## src/rtl/wb_fhe_host_master.sv

```systemverilog
// Wishbone classic initiator for the FHE accelerator slave port.
// Commands are queued in a small FIFO and each one returns exactly one response.
module wb_fhe_host_master #(
  parameter int          ADDR_WIDTH  = 9,
  parameter logic [31:0] OPCODE_ADDR = 32'h3000_0000,
  parameter int          FIFO_DEPTH  = 4,
  parameter int          TIMEOUT     = 64,
  parameter int          EXEC_WAIT   = 12
) (
  input  logic                  wb_clk_i,
  input  logic                  wb_rst_ni,
  input  logic                  cmd_valid_i,
  output logic                  cmd_ready_o,
  input  logic [1:0]            cmd_kind_i,
  input  logic [31:0]           cmd_addr_i,
  input  logic [31:0]           cmd_wdata_i,
  input  logic [1:0]            cmd_fhe_op_i,
  input  logic [ADDR_WIDTH-1:0] cmd_src_a_i,
  input  logic [ADDR_WIDTH-1:0] cmd_src_b_i,
  input  logic [ADDR_WIDTH-1:0] cmd_dst_i,
  output logic                  rsp_valid_o,
  input  logic                  rsp_ready_i,
  output logic [31:0]           rsp_rdata_o,
  output logic                  rsp_err_o,
  output logic                  wbm_cyc_o,
  output logic                  wbm_stb_o,
  output logic                  wbm_we_o,
  output logic [3:0]            wbm_sel_o,
  output logic [31:0]           wbm_adr_o,
  output logic [31:0]           wbm_dat_o,
  input  logic [31:0]           wbm_dat_i,
  input  logic                  wbm_ack_i,
  output logic                  busy_o
);
  // state | meaning
  // IDLE  | waiting for a queued command; pops and launches the bus cycle
  // BUS   | cyc/stb asserted, waiting for ack or timeout
  // WAIT  | EXEC accepted, letting the accelerator compute
  // RESP  | response presented until rsp_ready_i
  typedef enum logic [1:0] {ST_IDLE, ST_BUS, ST_WAIT, ST_RESP} state_t;

  localparam int PW   = $clog2(FIFO_DEPTH);
  localparam int CMAX = (TIMEOUT > EXEC_WAIT) ? TIMEOUT : EXEC_WAIT;
  localparam int TW   = $clog2(CMAX + 1);

  typedef struct packed {
    logic        we;
    logic        rd;
    logic        ex;
    logic [31:0] adr;
    logic [31:0] dat;
  } entry_t;

  entry_t          mem_q [FIFO_DEPTH];
  entry_t          push_ent, head_ent;
  logic [31:0]     exec_word;
  logic [PW-1:0]   wr_ptr_q, wr_ptr_d, rd_ptr_q, rd_ptr_d;
  logic [PW:0]     count_q, count_d;
  logic            ready_q, ready_d;
  logic            push, pop;

  state_t          state_q, state_d;
  logic            cyc_q, cyc_d, stb_q, stb_d, we_q, we_d;
  logic [3:0]      sel_q, sel_d;
  logic [31:0]     adr_q, adr_d, dat_q, dat_d;
  logic            rd_q, rd_d, ex_q, ex_d;
  logic [TW-1:0]   tmr_q, tmr_d;
  logic            rsp_valid_q, rsp_valid_d, rsp_err_q, rsp_err_d;
  logic [31:0]     rsp_rdata_q, rsp_rdata_d;

  // Bus address/data are resolved at push time so the FSM only replays them.
  always_comb begin
    exec_word = '0;
    exec_word[1:0] = cmd_fhe_op_i;
    exec_word[ADDR_WIDTH+1:2] = cmd_src_a_i;
    exec_word[2*ADDR_WIDTH+1:ADDR_WIDTH+2] = cmd_src_b_i;
    exec_word[3*ADDR_WIDTH+1:2*ADDR_WIDTH+2] = cmd_dst_i;
    exec_word[31] = 1'b1;
    push_ent = '0;
    push_ent.adr = cmd_addr_i;
    push_ent.dat = cmd_wdata_i;
    case (cmd_kind_i)
      2'b00: push_ent.we = 1'b1;
      2'b10: begin
        push_ent.we  = 1'b1;
        push_ent.ex  = 1'b1;
        push_ent.adr = OPCODE_ADDR;
        push_ent.dat = exec_word;
      end
      default: push_ent.rd = 1'b1;
    endcase
  end

  assign head_ent = mem_q[rd_ptr_q];
  assign push     = cmd_valid_i & ready_q;
  assign pop      = (state_q == ST_IDLE) && (count_q != '0);

  always_comb begin
    wr_ptr_d = wr_ptr_q + PW'(push);
    rd_ptr_d = rd_ptr_q + PW'(pop);
    count_d  = count_q + (PW+1)'(push) - (PW+1)'(pop);
    ready_d  = (count_d != (PW+1)'(FIFO_DEPTH));
  end

  always_ff @(posedge wb_clk_i) begin
    if (push) mem_q[wr_ptr_q] <= push_ent;
  end

  always_comb begin
    state_d     = state_q;
    cyc_d       = cyc_q;
    stb_d       = stb_q;
    we_d        = we_q;
    sel_d       = sel_q;
    adr_d       = adr_q;
    dat_d       = dat_q;
    rd_d        = rd_q;
    ex_d        = ex_q;
    tmr_d       = tmr_q;
    rsp_valid_d = rsp_valid_q;
    rsp_err_d   = rsp_err_q;
    rsp_rdata_d = rsp_rdata_q;
    case (state_q)
      ST_IDLE: begin
        if (pop) begin
          state_d = ST_BUS;
          cyc_d   = 1'b1;
          stb_d   = 1'b1;
          we_d    = head_ent.we;
          sel_d   = 4'hF;
          adr_d   = head_ent.adr;
          dat_d   = head_ent.dat;
          rd_d    = head_ent.rd;
          ex_d    = head_ent.ex;
          tmr_d   = TW'(TIMEOUT - 1);
        end
      end
      ST_BUS: begin
        if (wbm_ack_i || tmr_q == '0) begin
          cyc_d = 1'b0;
          stb_d = 1'b0;
          we_d  = 1'b0;
          sel_d = 4'h0;
          adr_d = '0;
          dat_d = '0;
          // An ack on the terminal-count cycle still wins over the timeout.
          if (wbm_ack_i) begin
            rsp_rdata_d = rd_q ? wbm_dat_i : 32'h0;
            rsp_err_d   = 1'b0;
            if (ex_q && EXEC_WAIT > 0) begin
              state_d = ST_WAIT;
              tmr_d   = TW'(EXEC_WAIT - 1);
            end else begin
              state_d     = ST_RESP;
              rsp_valid_d = 1'b1;
            end
          end else begin
            rsp_rdata_d = 32'h0;
            rsp_err_d   = 1'b1;
            rsp_valid_d = 1'b1;
            state_d     = ST_RESP;
          end
        end else begin
          tmr_d = tmr_q - 1'b1;
        end
      end
      ST_WAIT: begin
        if (tmr_q == '0) begin
          state_d     = ST_RESP;
          rsp_valid_d = 1'b1;
        end else begin
          tmr_d = tmr_q - 1'b1;
        end
      end
      ST_RESP: begin
        if (rsp_ready_i) begin
          state_d     = ST_IDLE;
          rsp_valid_d = 1'b0;
          rsp_err_d   = 1'b0;
          rsp_rdata_d = 32'h0;
        end
      end
      default: state_d = ST_IDLE;
    endcase
  end

  always_ff @(posedge wb_clk_i or negedge wb_rst_ni) begin
    if (!wb_rst_ni) begin
      wr_ptr_q    <= '0;
      rd_ptr_q    <= '0;
      count_q     <= '0;
      ready_q     <= 1'b0;
      state_q     <= ST_IDLE;
      cyc_q       <= 1'b0;
      stb_q       <= 1'b0;
      we_q        <= 1'b0;
      sel_q       <= 4'h0;
      adr_q       <= '0;
      dat_q       <= '0;
      rd_q        <= 1'b0;
      ex_q        <= 1'b0;
      tmr_q       <= '0;
      rsp_valid_q <= 1'b0;
      rsp_err_q   <= 1'b0;
      rsp_rdata_q <= '0;
    end else begin
      wr_ptr_q    <= wr_ptr_d;
      rd_ptr_q    <= rd_ptr_d;
      count_q     <= count_d;
      ready_q     <= ready_d;
      state_q     <= state_d;
      cyc_q       <= cyc_d;
      stb_q       <= stb_d;
      we_q        <= we_d;
      sel_q       <= sel_d;
      adr_q       <= adr_d;
      dat_q       <= dat_d;
      rd_q        <= rd_d;
      ex_q        <= ex_d;
      tmr_q       <= tmr_d;
      rsp_valid_q <= rsp_valid_d;
      rsp_err_q   <= rsp_err_d;
      rsp_rdata_q <= rsp_rdata_d;
    end
  end

  assign cmd_ready_o = ready_q;
  assign rsp_valid_o = rsp_valid_q;
  assign rsp_rdata_o = rsp_rdata_q;
  assign rsp_err_o   = rsp_err_q;
  assign wbm_cyc_o   = cyc_q;
  assign wbm_stb_o   = stb_q;
  assign wbm_we_o    = we_q;
  assign wbm_sel_o   = sel_q;
  assign wbm_adr_o   = adr_q;
  assign wbm_dat_o   = dat_q;
  assign busy_o      = (state_q != ST_IDLE) || (count_q != '0);

endmodule

```

## config.mk

```make
export PLATFORM = sky130hd
export DESIGN_NAME = wb_fhe_host_master
export DESIGN_NICKNAME = d
export VERILOG_FILES = /design/src/rtl/wb_fhe_host_master.sv
export SDC_FILE = /design/constraint.sdc
export NUM_CORES = 1
export LEC_CHECK = 0
export BUFFER_PORTS_ARGS = -buffer_cell sky130_fd_sc_hd__buf_2
export CAP_MARGIN = 20
export CORE_MARGIN = 2
export CORE_UTILIZATION = 56
export CTS_BUF_LIST = sky130_fd_sc_hd__clkbuf_16
export CTS_CLUSTER_SIZE = 8
export DETAILED_ROUTE_END_ITERATION = 8
export GPL_TIMING_DRIVEN = 0
export PLACE_DENSITY = 0.91
export SLEW_MARGIN = 20
export SYNTH_ARGS = -nofsm -noshare
export SYNTH_HDL_FRONTEND = slang
export SYNTH_SLANG_ARGS = --single-unit
```

## constraint.sdc

```tcl
create_clock -name wb_clk_i -period 10.5 [get_ports wb_clk_i]
set_input_delay 2.1 -clock wb_clk_i [delete_from_list [all_inputs] [get_ports wb_clk_i]]
set_output_delay 2.1 -clock wb_clk_i [all_outputs]
set_load 0.01 [all_outputs]
```

; Word-level counts from Yosys, hierarchy flattened
; Memory sizes are Yosys's and may differ from the RTL's.
; Cells that the tools add are included.
[classes]
n_addsub = 5
eq_ne = 13
mux = 45
bitwise = 1
n_reduce_logical = 19
[ops]
columns = op, count
row1 = $mux W32, 7
row2 = $pmux W32 S2, 3
row3 = $mux W65, 1
row4 = $mux W7, 5
row5 = $pmux W7 S3, 1
row6 = $mux W1, 15
row7 = $ne A3 B3 Y1 const B, 4
row8 = $mux W2, 5
row9 = $ne A2 B2 Y1 const B, 5
row10 = $reduce_and A5 Y1, 2
row11 = $reduce_bool A3 Y1, 3
row12 = $mux W4, 2
row13 = $pmux W2 S4, 1
row14 = $pmux W4 S2, 1
row15 = $logic_not A7 Y1, 1
row16 = $sub A7 B1 Y7 const B, 1
row17 = $eq A2 B2 Y1 const B, 3
row18 = $pmux W1 S2, 3
row19 = $reduce_and A3 Y1, 2
row20 = $reduce_bool A2 Y1, 3
row21 = $add A2 B1 Y2, 2
row22 = $logic_not A2 Y1, 2
row23 = $reduce_and A4 Y1, 1
row24 = $add A3 B1 Y3, 1
row25 = other kinds (8), 9
[totals]
ff_bits = 123
ram_bits = 268
output_inout_bits = 107
wordCells = 100
mem_count = 1
[mem_list]
columns = name, depth, word_bits, rd, rd_clocked_by_memory_dff, wr, line_no
row1 = mem_q, 4, 67, 1, 0, 1, 54  ; entry_t mem_q [FIFO_DEPTH];

; Longest topological paths before layout
; Gate-level depths: netlist (run 1).
[depth]
ltp_word = 4
ltp_mapped = 10

; Worst setup path after synthesis (run 1)
; OpenSTA, ideal clock, no wires.
[synth_path]
path_type = input to register
startpoint = in cmd_valid_i
endpoint = mem mem_q[1][0] (netlist bit) (enable)
t_arrival_ns = 7.134
path_slack_ns = 2.778
stages = 2
path_cell_list = nand2_1 > nor3b_1
[synth_between]
elab_chain_len = 3
[synth_lines]
columns = element, line_no
row1 = "start, declared", 12  ; input logic cmd_valid_i,
row2 = $and A1 B1 Y1, 95  ; assign push = cmd_valid_i & ready_q;
row3 = $mux W1, 106  ; if (push) mem_q[wr_ptr_q] <= push_ent;
row4 = $mux W1 (implied by the code), 106
row5 = "end, declared", 54
; No other way between the ends.

; Worst setup path in the final report (run 1)
[layout_path]
startpoint = reg count_q[1]
endpoint = out busy_o
[layout_between]
elab_chain_len = 2
[layout_lines]
columns = element, line_no
row1 = "start, declared", 58  ; logic [PW:0] count_q, count_d;
row2 = "start signal, assigned", 209  ; count_q <= count_d;
row3 = $reduce_bool A3 Y1, 237  ; assign busy_o = (state_q != ST_IDLE) || (count_q != '0);
row4 = $logic_or A1 B1 Y1, 237
row5 = "end, declared", 33  ; output logic busy_o
; No other way between the ends.

==> impl_metrics.env, run 1 <==
export IMPL_regToRegStartpoint="state_q[1]"
export IMPL_cp_max_fo=4
export IMPL_avgSynthCellArea_um2=16.9
export IMPL_synth_area_top_cells="edfxtp_1 (53%), dfrtp_1 (19%), mux4_2 (9.9%)"
export IMPL_worstMarginPinSlew_ns=0.794
export IMPL_synthCells=906
export IMPL_die_area_um2=28700
export IMPL_io_pins=239
export IMPL_fin_ws_ns=6.67
export IMPL_ant_nets=0
export IMPL_rsz0062_at_grt="no"
export IMPL_holdWs_ns=0.494
export IMPL_num_nets_final=1370
export IMPL_post_cts_buffers=0
export IMPL_initial_utilization=0.570
export IMPL_path_class="reg -> out"
export IMPL_yosysWarnings=0
export IMPL_drc=0
export IMPL_r2r_cells=7
export IMPL_ys_top_cells_by_count="edfxtp_1 (268), nand2_1 (134), dfrtp_1 (119)"
export IMPL_worstHoldStart="wbm_adr_o[3]"
export IMPL_clk_transition_reported_paths_ns=0.05
export IMPL_num_rows=60
export IMPL_synth_seq_area_share=0.720
export IMPL_antenna_found_initial=1
export IMPL_synth_largest_area_cell="edfxtp_1"
export IMPL_grt_pass1_wl_um=52300
export IMPL_synth_fp_nets=1048
export IMPL_hold_depth=1
export IMPL_hold_end="wbm_adr_o[3]"
export IMPL_clockRootBuffer="clkbuf_16"
export IMPL_p_leak_nw=7.87
export IMPL_status="finished clean"
export IMPL_seq_power_share=0.402
export IMPL_clk_latency_ns=0.55
export IMPL_drive_above_1_share=0.342
export IMPL_fp_coreArea_um2=26900
export IMPL_rrSetupSlack_ns=8.01
export IMPL_clock_skew_ns=0.0167
export IMPL_first_global_vias=9585
export IMPL_post_cts_resized=0
export IMPL_fp_dieH_um=169
export IMPL_yosysMostFrequentCell="edfxtp_1"
export IMPL_areaGrowthSynthToFinish_pct=22.6
export IMPL_viasPerCell=5.64
export IMPL_fin_crit_sh=0.365
export IMPL_pre_cts_ws_ns=6.15
export IMPL_cts_sinks=387
export IMPL_die_x_um=169
export IMPL_yosys_register_bits=387
export IMPL_route_vias_total=9086
export IMPL_routed_wirelength_um=33900
export IMPL_grtUsageTotal=0.239
export IMPL_htree_levels=2
export IMPL_fin_cells=1611
export IMPL_startpoint_type="register"
export IMPL_cts_hold_buf=0
export IMPL_endpoint_kind="output port"
export IMPL_cts_tree="done"
export IMPL_worstPathRequired_ns=8.40
export IMPL_synth_flop_cell="edfxtp_1"
export IMPL_worstHoldPathType="reg -> reg"
export IMPL_hold_viol=0
export IMPL_first_pass_iters=5
export IMPL_relSlewSlack=0.471
export IMPL_slew_violations=0
export IMPL_p_sw_mw=1.72
export IMPL_p_total_mw=5.48
export IMPL_grt_max_degree=81
export IMPL_numPlacedInstances=1513
export IMPL_drt_initial_drc_count=562
export IMPL_setup_viol=0
export IMPL_cap_violations=0
export IMPL_overflow=0
export IMPL_p_int_mw=3.76
export IMPL_async_reset_ff_frac=0.307
export IMPL_irDropWorstVdd_v=0.000174
export IMPL_cts_max_path_buffers=3
export IMPL_post_drt_wl_per_cell_um=21.0
export IMPL_synth_edff_count=268
export IMPL_hpwl_um=22700
export IMPL_swShare=0.314
export IMPL_power_density_nw_per_um2=292
export IMPL_port_buffers=238
export IMPL_post_route_min_period_ns=3.83
export IMPL_cts_inserted_buffers=54
export IMPL_comb_power_share=0.319
export IMPL_synth_distinct_cells=51
export IMPL_syn_area_um2=15300
export IMPL_synth_top_cell_area_share=0.526
export IMPL_arrival_ns=1.73
export IMPL_clock_fmax_ghz=0.261
export IMPL_globalplace_congestion=0.787
export IMPL_clock_power_share=0.280
export IMPL_rr_endpoint="wbm_dat_o[23]"
cell usage in the layout (no fill, tap or decap), types with 2 or more instances in the layout:
cell type,n
edfxtp_1,268
buf_2,250
nand2_1,134
dfrtp_1,119
inv_1,84
a22o_1,69
mux4_2,67
clkbuf_16,54
nor2b_1,34
mux2i_1,33
buf_4,31
clkbuf_1,23
buf_6,10
ha_1,9
nor2_1,8
o211ai_1,6
nor3_1,5
xnor2_1,5
buf_1,4
or2_2,4
nand2b_1,3
nor3b_2,2
nor3_2,2
and3b_1,2
a21oi_2,2
o21ai_0,2
or3_1,2
o31ai_1,2
mux2_2,2
a21o_1,2
a21oi_1,2
a31oi_1,2
o2111ai_1,2
logic make-up (layout without fill, tap and decap cells):
kind of cell / count (synthesis) / count (layout) / share of synthesized area
AOI/OAI and AO/OA: 99 / 99 / 0.0549
xor gates and xnor gates: 6 / 6 / 0.00343
adders and majority gates: 10 / 10 / 0.00866
buffers and inverters: 99 / 462 / 0.0300
DFF: 387 / 387 / 0.720
muxes: 102 / 102 / 0.122
other: 0 / 1 / 0
and+or+nand+nor: 203 / 203 / 0.0614
power by group through the flow:
stage          Sequential [mW]  Clock (mW)  Combinational (mW)
6_report                  2.20        1.53                1.75
5_1_grt                   2.23        1.62                1.90
4_1_cts                   2.20        1.56                1.77
3_5_place_dp              2.22           0                1.76
3_3_place_gp              2.25           0                1.64
2_1_floorplan             2.27           0                1.13
registers in the layout (all words and copies together) (netlist names), 2 cells and up:
signal,cells
rsp_rdata_o,32
mem_q,268
tmr_q,7
count_q,3
wr_ptr_q,2
wbm_dat_o,32
rd_ptr_q,2
state_q,2
wbm_adr_o,32
final cells by class:
cell class	instances	area [µm²]
diodes	1	2.50
repair buffers	266	1470
plain buffers	55	294
multi-input cells	420	3850
clock inverters	43	194
clock buffers	54	1350
inverters	44	165
flip-flops and latches	387	11000
well taps	341	427
fillers	1735	8100
worst max-delay path, cell delays in order, from the launching register on:
cell and delay (ns):
dfrtp_1 0.37, nor3_1 0.45, nand2_1 0.18, buf_2 0.19
metal layers:
metal / share of wire / track usage
met1: 0.41 / 0.311
met2: 0.51 / 0.415
met3: 0.066 / 0.0476
met4: 0.019 / 0.0661
met5: 0 / 0
metrics by stage:
step	utilization	instance area, µm²	TNS (ns)
3_5_place_dp	0.641	17200	0
5_1_grt	0.698	18800	0
4_1_cts	0.698	18800	0
6_report	0.699	18800	0
3_3_place_gp	0.630	16900	-159.29
2_1_floorplan	-	15300	0
worst max-delay path by stage:
stage	cells past startpoint	endpoint	slack, ns	from
2_1_floorplan	2	mem_q[1][0]	2.78	cmd_valid_i
3_3_place_gp	3	mem_q[2][13]	-1.07	cmd_valid_i
3_5_place_dp	8	mem_q[1][23]	6.15	cmd_kind_i[0]
4_1_cts	3	busy_o	6.63	count_q[1]
5_1_grt	3	busy_o	6.49	count_q[1]
6_report	3	busy_o	6.67	count_q[1]
(Power assumes the default switching activity.)
==> run 2: changes to the inputs <==
==> constraint.sdc (replaced) <==
create_clock -name wb_clk_i -period 3.6 [get_ports wb_clk_i]
set_input_delay 0.72 -clock wb_clk_i [delete_from_list [all_inputs] [get_ports wb_clk_i]]
set_output_delay 0.72 -clock wb_clk_i [all_outputs]
set_load 0.01 [all_outputs]
==> run 2 against run 1 <==
Clock power grew to 2.9 times the previous value. Critical path depth is the same. Sequential power grew to 2.9 times the previous value. Global-route usage increased by 0.16 points. Via count rose by 1.1%. Total power grew to 2.9 times the previous value. Non-clock buffer count fell by 10. Final cell count down 0.43%. Worst setup slack worse by 5.6 ns. Die area did not move.
==> impl_metrics.env, run 2 (synthesis gave the netlist of run 1 again) <==
export IMPL_status="finished clean"
export IMPL_fin_crit_sh=0.697
export IMPL_globalplace_congestion=0.771
export IMPL_relSlewSlack=0.436
export IMPL_cpMaxStageDelayCell="nor3_1"
export IMPL_htree_levels=2
export IMPL_num_nets_final=1360
export IMPL_multi_input_area_um2=3870
export IMPL_fill_cells=1667
export IMPL_post_cts_buffers=0
export IMPL_num_rows=60
export IMPL_fin_cells=1604
export IMPL_holdWs_ns=0.0812
export IMPL_post_drt_wl_per_cell_um=21.3
export IMPL_endpoint_kind="output port"
export IMPL_max_stage_delay_ns=0.48
export IMPL_worstMarginPinSlew_ns=0.847
export IMPL_seq_power_share=0.401
export IMPL_cap_violations=0
export IMPL_drt_initial_drc_count=756
export IMPL_r2r_cells=9
export IMPL_irDropWorstVdd_v=0.000477
export IMPL_overflow=0
export IMPL_cts_sinks=387
export IMPL_largest_register_ffs=268
export IMPL_layout_commonest_cell="edfxtp_1"
export IMPL_cts_hold_buf=0
export IMPL_cts_max_path_buffers=3
export IMPL_drive_above_1_share=0.335
export IMPL_io_pins=239
export IMPL_grt_pass1_wl_um=52200
export IMPL_critPathBufInv=1
export IMPL_clock_power_share=0.278
export IMPL_worstHoldPathType="in -> async"
export IMPL_areaGrowthSynthToFinish_pct=23.1
export IMPL_p_int_mw=11.0
export IMPL_regArea_um2=11000
export IMPL_routed_wirelength_um=34200
export IMPL_post_route_util=0.701
export IMPL_startpoint_type="register"
export IMPL_hpwl_um=23000
export IMPL_route_vias_total=9185
export IMPL_swShare=0.313
export IMPL_grt_max_degree=76
export IMPL_path_delay_family="simple AND/OR/NAND/NOR gates"
export IMPL_ant_nets=0
export IMPL_clock_skew_ns=0.0244
export IMPL_post_cts_resized=0
export IMPL_cp_max_fo=4
export IMPL_p_sw_mw=5.02
export IMPL_largest_register="mem_q"
export IMPL_crit_chain="nor3_1, nand2_1, buf_2"
export IMPL_initial_utilization=0.570
export IMPL_comb_power_share=0.321
export IMPL_post_route_min_period_ns=2.51
export IMPL_die_area_um2=28700
export IMPL_viasPerCell=5.73
export IMPL_worstPathRequired_ns=2.88
export IMPL_antenna_found_initial=2
export IMPL_port_buffers=238
export IMPL_fp_dieH_um=169
export IMPL_path_class="reg -> out"
export IMPL_path_depth=3
export IMPL_rsz0062_at_grt="no"
export IMPL_clock_fmax_ghz=0.399
export IMPL_fin_ws_ns=1.09
export IMPL_die_x_um=169
export IMPL_pre_cts_ws_ns=0.667
export IMPL_numPlacedInstances=1503
export IMPL_power_density_nw_per_um2=851
export IMPL_p_leak_nw=7.87
export IMPL_drc=0
export IMPL_cts_inserted_buffers=54
export IMPL_hold_viol=0
export IMPL_cts_tree="done"
export IMPL_setup_viol=0
export IMPL_first_pass_iters=5
export IMPL_slew_violations=0
export IMPL_arrival_ns=1.79
export IMPL_clockRootBuffer="clkbuf_16"
export IMPL_clk_latency_ns=0.55
export IMPL_final_cell_mix="edfxtp_1 (268), buf_2 (250), nand2_1 (134)"
export IMPL_clk_transition_reported_paths_ns=0.05
export IMPL_first_global_vias=9555
export IMPL_fp_coreArea_um2=26900
export IMPL_grtUsageTotal=0.241
==> run 2: cell types whose count changed in the layout (fill, tap and decap cells not counted), moves of 3 or more <==
| cell | change |
|---|---|
| buf_6 | -4 |
| buf_16 | +3 |
| buf_4 | -20 |
| buf_8 | +12 |
==> run 2: power groups by stage <==
stage / clock, mW / sequential (mW) / combinational, mW
4_1_cts: 4.51 / 6.43 / 5.22
5_1_grt: 4.71 / 6.51 / 5.57
6_report: 4.45 / 6.43 / 5.15
3_3_place_gp: 0 / 6.48 / 4.78
2_1_floorplan: 0 / 6.57 / 3.32
3_5_place_dp: 0 / 6.49 / 5.19
==> run 2: layout make-up <==
class / count / share of cell area
plain buffers: 55 / 0.0156
repair buffers: 256 / 0.0803
diodes: 2 / 0.000266
inverters: 44 / 0.00876
multi-input cells: 420 / 0.205
clock inverters: 45 / 0.0105
clock buffers: 54 / 0.0717
flip-flops and latches: 387 / 0.585
well taps: 341 / 0.0226
==> run 2: worst reg2reg max path: stages (launching register included) <==
cell and delay (ns):
dfrtp_1 0.38, nor3_1 0.48, nor2b_1 0.20, nand2_1 0.14
nand2_1 0.07, ha_1 0.20, fa_1 0.42, xnor2_1 0.15
xnor2_1 0.21, nand2_1 0.10
==> run 2: metal layers <==
metal / routed length, µm / up-vias / share of wire / global-route usage
li1: - / 4050 / - / -
met4: 916 / 2 / 0.027 / 0.0825
met3: 2420 / 67 / 0.071 / 0.0445
met2: 17700 / 432 / 0.52 / 0.426
met1: 13100 / 4634 / 0.38 / 0.301
met5: 5 / - / 0.00015 / 0
==> run 2: path summary, 6_finish.rpt <==
path,to,startpoint,slack (ns)
max,busy_o,count_q[1],1.09
min,rsp_rdata_o[8],wb_rst_ni,0.08
max reg2reg,cmd_ready_o,count_q[1],1.12
min reg2reg,wbm_adr_o[5],wbm_adr_o[5],0.49
max in group asynchronous,wbm_we_o,wb_rst_ni,2.80
min in group wb_clk_i,rsp_rdata_o[17],wbm_dat_i[17],0.42
==> run 2: through the flow <==
step / area (µm²) / setup TNS, ns / power, mW
global route: 18800 / 0 / 16.8
finish: 18800 / 0 / 16.0
CTS: 18800 / 0 / 16.2
floorplan: 15300 / 0 / 9.89
detailed placement: 17300 / 0 / 11.7
global placement: 17000 / -229.11 / 11.3
==> run 3: changes to the inputs <==
--- a/config.mk
+++ b/config.mk
@@ -8,12 +8,12 @@
 export BUFFER_PORTS_ARGS = -buffer_cell sky130_fd_sc_hd__buf_2
 export CAP_MARGIN = 20
 export CORE_MARGIN = 2
-export CORE_UTILIZATION = 56
+export CORE_UTILIZATION = 51
 export CTS_BUF_LIST = sky130_fd_sc_hd__clkbuf_16
 export CTS_CLUSTER_SIZE = 8
 export DETAILED_ROUTE_END_ITERATION = 8
 export GPL_TIMING_DRIVEN = 0
-export PLACE_DENSITY = 0.91
+export PLACE_DENSITY = 0.88
 export SLEW_MARGIN = 20
 export SYNTH_ARGS = -nofsm -noshare
 export SYNTH_HDL_FRONTEND = slang
==> constraint.sdc (replaced) <==
create_clock -name wb_clk_i -period 2.1 [get_ports wb_clk_i]
set_input_delay 0.42 -clock wb_clk_i [delete_from_list [all_inputs] [get_ports wb_clk_i]]
set_output_delay 0.42 -clock wb_clk_i [all_outputs]
set_load 0.01 [all_outputs]
==> run 3 against run 2 <==
Design area rose by 2.0%. Clock skew decreased by 0.0033 ns. Total power up 75%. Critical endpoint is now tmr_q[2]. Largest cell class unchanged. Routed wire length up 0.17%. Critical path depth grew 5. Sequential cell count is the same. Utilization shrank 5.3 points. Global-route usage down 2.5 points. First-iteration DRC count increased by 0.79%. Final cell count up 4.0%. Via count is essentially flat. Worst hold slack better by 0.039 ns.
==> impl_metrics.env, run 3 (synthesis gave the netlist of run 1 again) <==
export IMPL_drc=0
export IMPL_areaGrowthSynthToFinish_pct=25.6
export IMPL_slew_violations=0
export IMPL_cts_max_path_buffers=3
export IMPL_largest_register_ffs=268
export IMPL_die_x_um=177
export IMPL_hold_viol=0
export IMPL_die_area_um2=31400
export IMPL_post_drt_wl_per_cell_um=20.5
export IMPL_largest_register="mem_q"
export IMPL_cap_violations=0
export IMPL_overflow=0
export IMPL_endpoint_kind="register"
export IMPL_num_rows=63
export IMPL_worstPathRequired_ns=2.53
export IMPL_clock_skew_ns=0.0211
export IMPL_grt_pass1_wl_um=51700
export IMPL_port_buffers=238
export IMPL_route_vias_total=9181
export IMPL_rr_endpoint="tmr_q[2]"
export IMPL_worstMarginPinSlew_ns=0.856
export IMPL_crit_chain="inv_2, buf_4, ha_2, or3_1, o22ai_4, buf_4, o211ai_1, a22o_1"
export IMPL_drt_initial_drc_count=762
export IMPL_power_density_nw_per_um2=1460
export IMPL_holdWs_ns=0.120
export IMPL_placed_area_um2=17300
export IMPL_irDropWorstVdd_v=0.000782
export IMPL_cp_max_fo=8
export IMPL_path_class="reg -> reg"
export IMPL_clk_transition_reported_paths_ns=0.05
export IMPL_rrSetupSlack_ns=0.02
export IMPL_worstHoldPathType="in -> reg"
export IMPL_cp_common_cell="buf_4"
export IMPL_cts_sinks=387
export IMPL_clk_latency_ns=0.56
export IMPL_antenna_found_initial=1
export IMPL_num_nets_final=1377
export IMPL_clockRootBuffer="clkbuf_16"
export IMPL_globalplace_congestion=0.774
export IMPL_setup_viol=0
export IMPL_drive_above_1_share=0.366
export IMPL_grt_max_degree=81
export IMPL_regToRegStartpoint="state_q[0]"
export IMPL_final_cell_mix="edfxtp_1 (268), buf_2 (248), nand2_1 (132)"
export IMPL_max_stage_delay_ns=0.42
export IMPL_viasPerCell=5.50
export IMPL_first_global_vias=9512
export IMPL_grtUsageTotal=0.216
export IMPL_r2r_cells=8
export IMPL_clock_fmax_ghz=0.482
export IMPL_p_leak_nw=8.03
export IMPL_fill_cells=2049
export IMPL_cpMaxStageDelayCell="or3_1"
export IMPL_layout_commonest_cell="edfxtp_1"
export IMPL_cts_tree="done"
export IMPL_fp_coreArea_um2=29600
export IMPL_io_pins=239
export IMPL_startpoint_type="register"
export IMPL_hpwl_um=22300
export IMPL_status="finished clean"
export IMPL_crit_start="state_q[0]"
export IMPL_fp_dieH_um=177
export IMPL_final_cell_area_um2=19200
export IMPL_htree_levels=2
export IMPL_ant_nets=0
export IMPL_fin_crit_sh=0.988
export IMPL_initial_utilization=0.517
export IMPL_worstHoldStart="wbm_dat_i[23]"
export IMPL_first_pass_iters=5
export IMPL_routed_wirelength_um=34200
export IMPL_cts_inserted_buffers=54
export IMPL_hold_depth=3
export IMPL_post_route_util=0.649
export IMPL_post_route_min_period_ns=2.08
export IMPL_arrival_ns=2.51
export IMPL_relSlewSlack=0.430
export IMPL_hold_end="rsp_rdata_o[23]"
run 3: per-layer routing:
layer  part of all wire  global-route usage
met1               0.39               0.278
met2               0.50               0.369
met3              0.077              0.0408
met4              0.025              0.0775
met5                  0                   0
run 3: where the power goes:
part	total (mW)	internal, mW	leakage (nW)	switching, mW
Combinational	9.43	4.55	3.10	4.88
Sequential	11.1	10.2	4.03	0.868
Clock	7.60	4.59	0.901	3.01
run 3: timing repair:
action                     CTS  global route
hold endpoints to repair    39             0
gates resized for setup     19            28
pin swaps                    5            12
setup endpoints to repair   88           102
buffers inserted             4            13
hold buffers                 1             0
cloned                       0             1
run 3: worst max path at each step:
stage,to,cells past startpoint,slack (ns)
global placement,mem_q[2][14],3,-1.96
global route,rsp_err_o,8,-0.06
floorplan,mem_q[1][0],2,-0.59
finish,tmr_q[2],8,0.02
CTS,rsp_rdata_o[15],7,0.002
detailed placement,mem_q[2][27],8,-0.61
run 3: layout make-up:
type / count / area (µm²) / share of cell area
Buffer: 53 / 332 / 0.0172
Clock buffer: 54 / 1350 / 0.0703
Sequential cell: 387 / 11000 / 0.574
Multi-Input combinational cell: 420 / 4000 / 0.208
Tap cell: 390 / 488 / 0.0254
Antenna cell: 1 / 2.50 / 0.000130
Clock inverter: 44 / 195 / 0.0102
Inverter: 44 / 165 / 0.00859
Timing Repair Buffer: 275 / 1670 / 0.0869
run 3: through the flow:
stage / worst slack, ns / TNS, ns / instances / total power, mW
2_1_floorplan: -0.593 / -110.10 / 906 / 16.9
3_3_place_gp: -1.96 / -625.10 / 1534 / 19.4
3_5_place_dp: -0.605 / -89.39 / 1552 / 20.0
4_1_cts: 0.00202 / 0 / 1653 / 27.8
5_1_grt: -0.0590 / -1.94 / 1667 / 29.5
6_report: 0.0246 / 0 / 1668 / 28.1
run 3: critical path, delay by kind of cell (launching register included):
kind,cells,cell delay (ns)
AOI/OAI and AO/OA,3,0.53
and+or+nand+nor,1,0.42
DFF,1,0.39
buffers and inverters,3,0.39
adders and majority gates,1,0.24
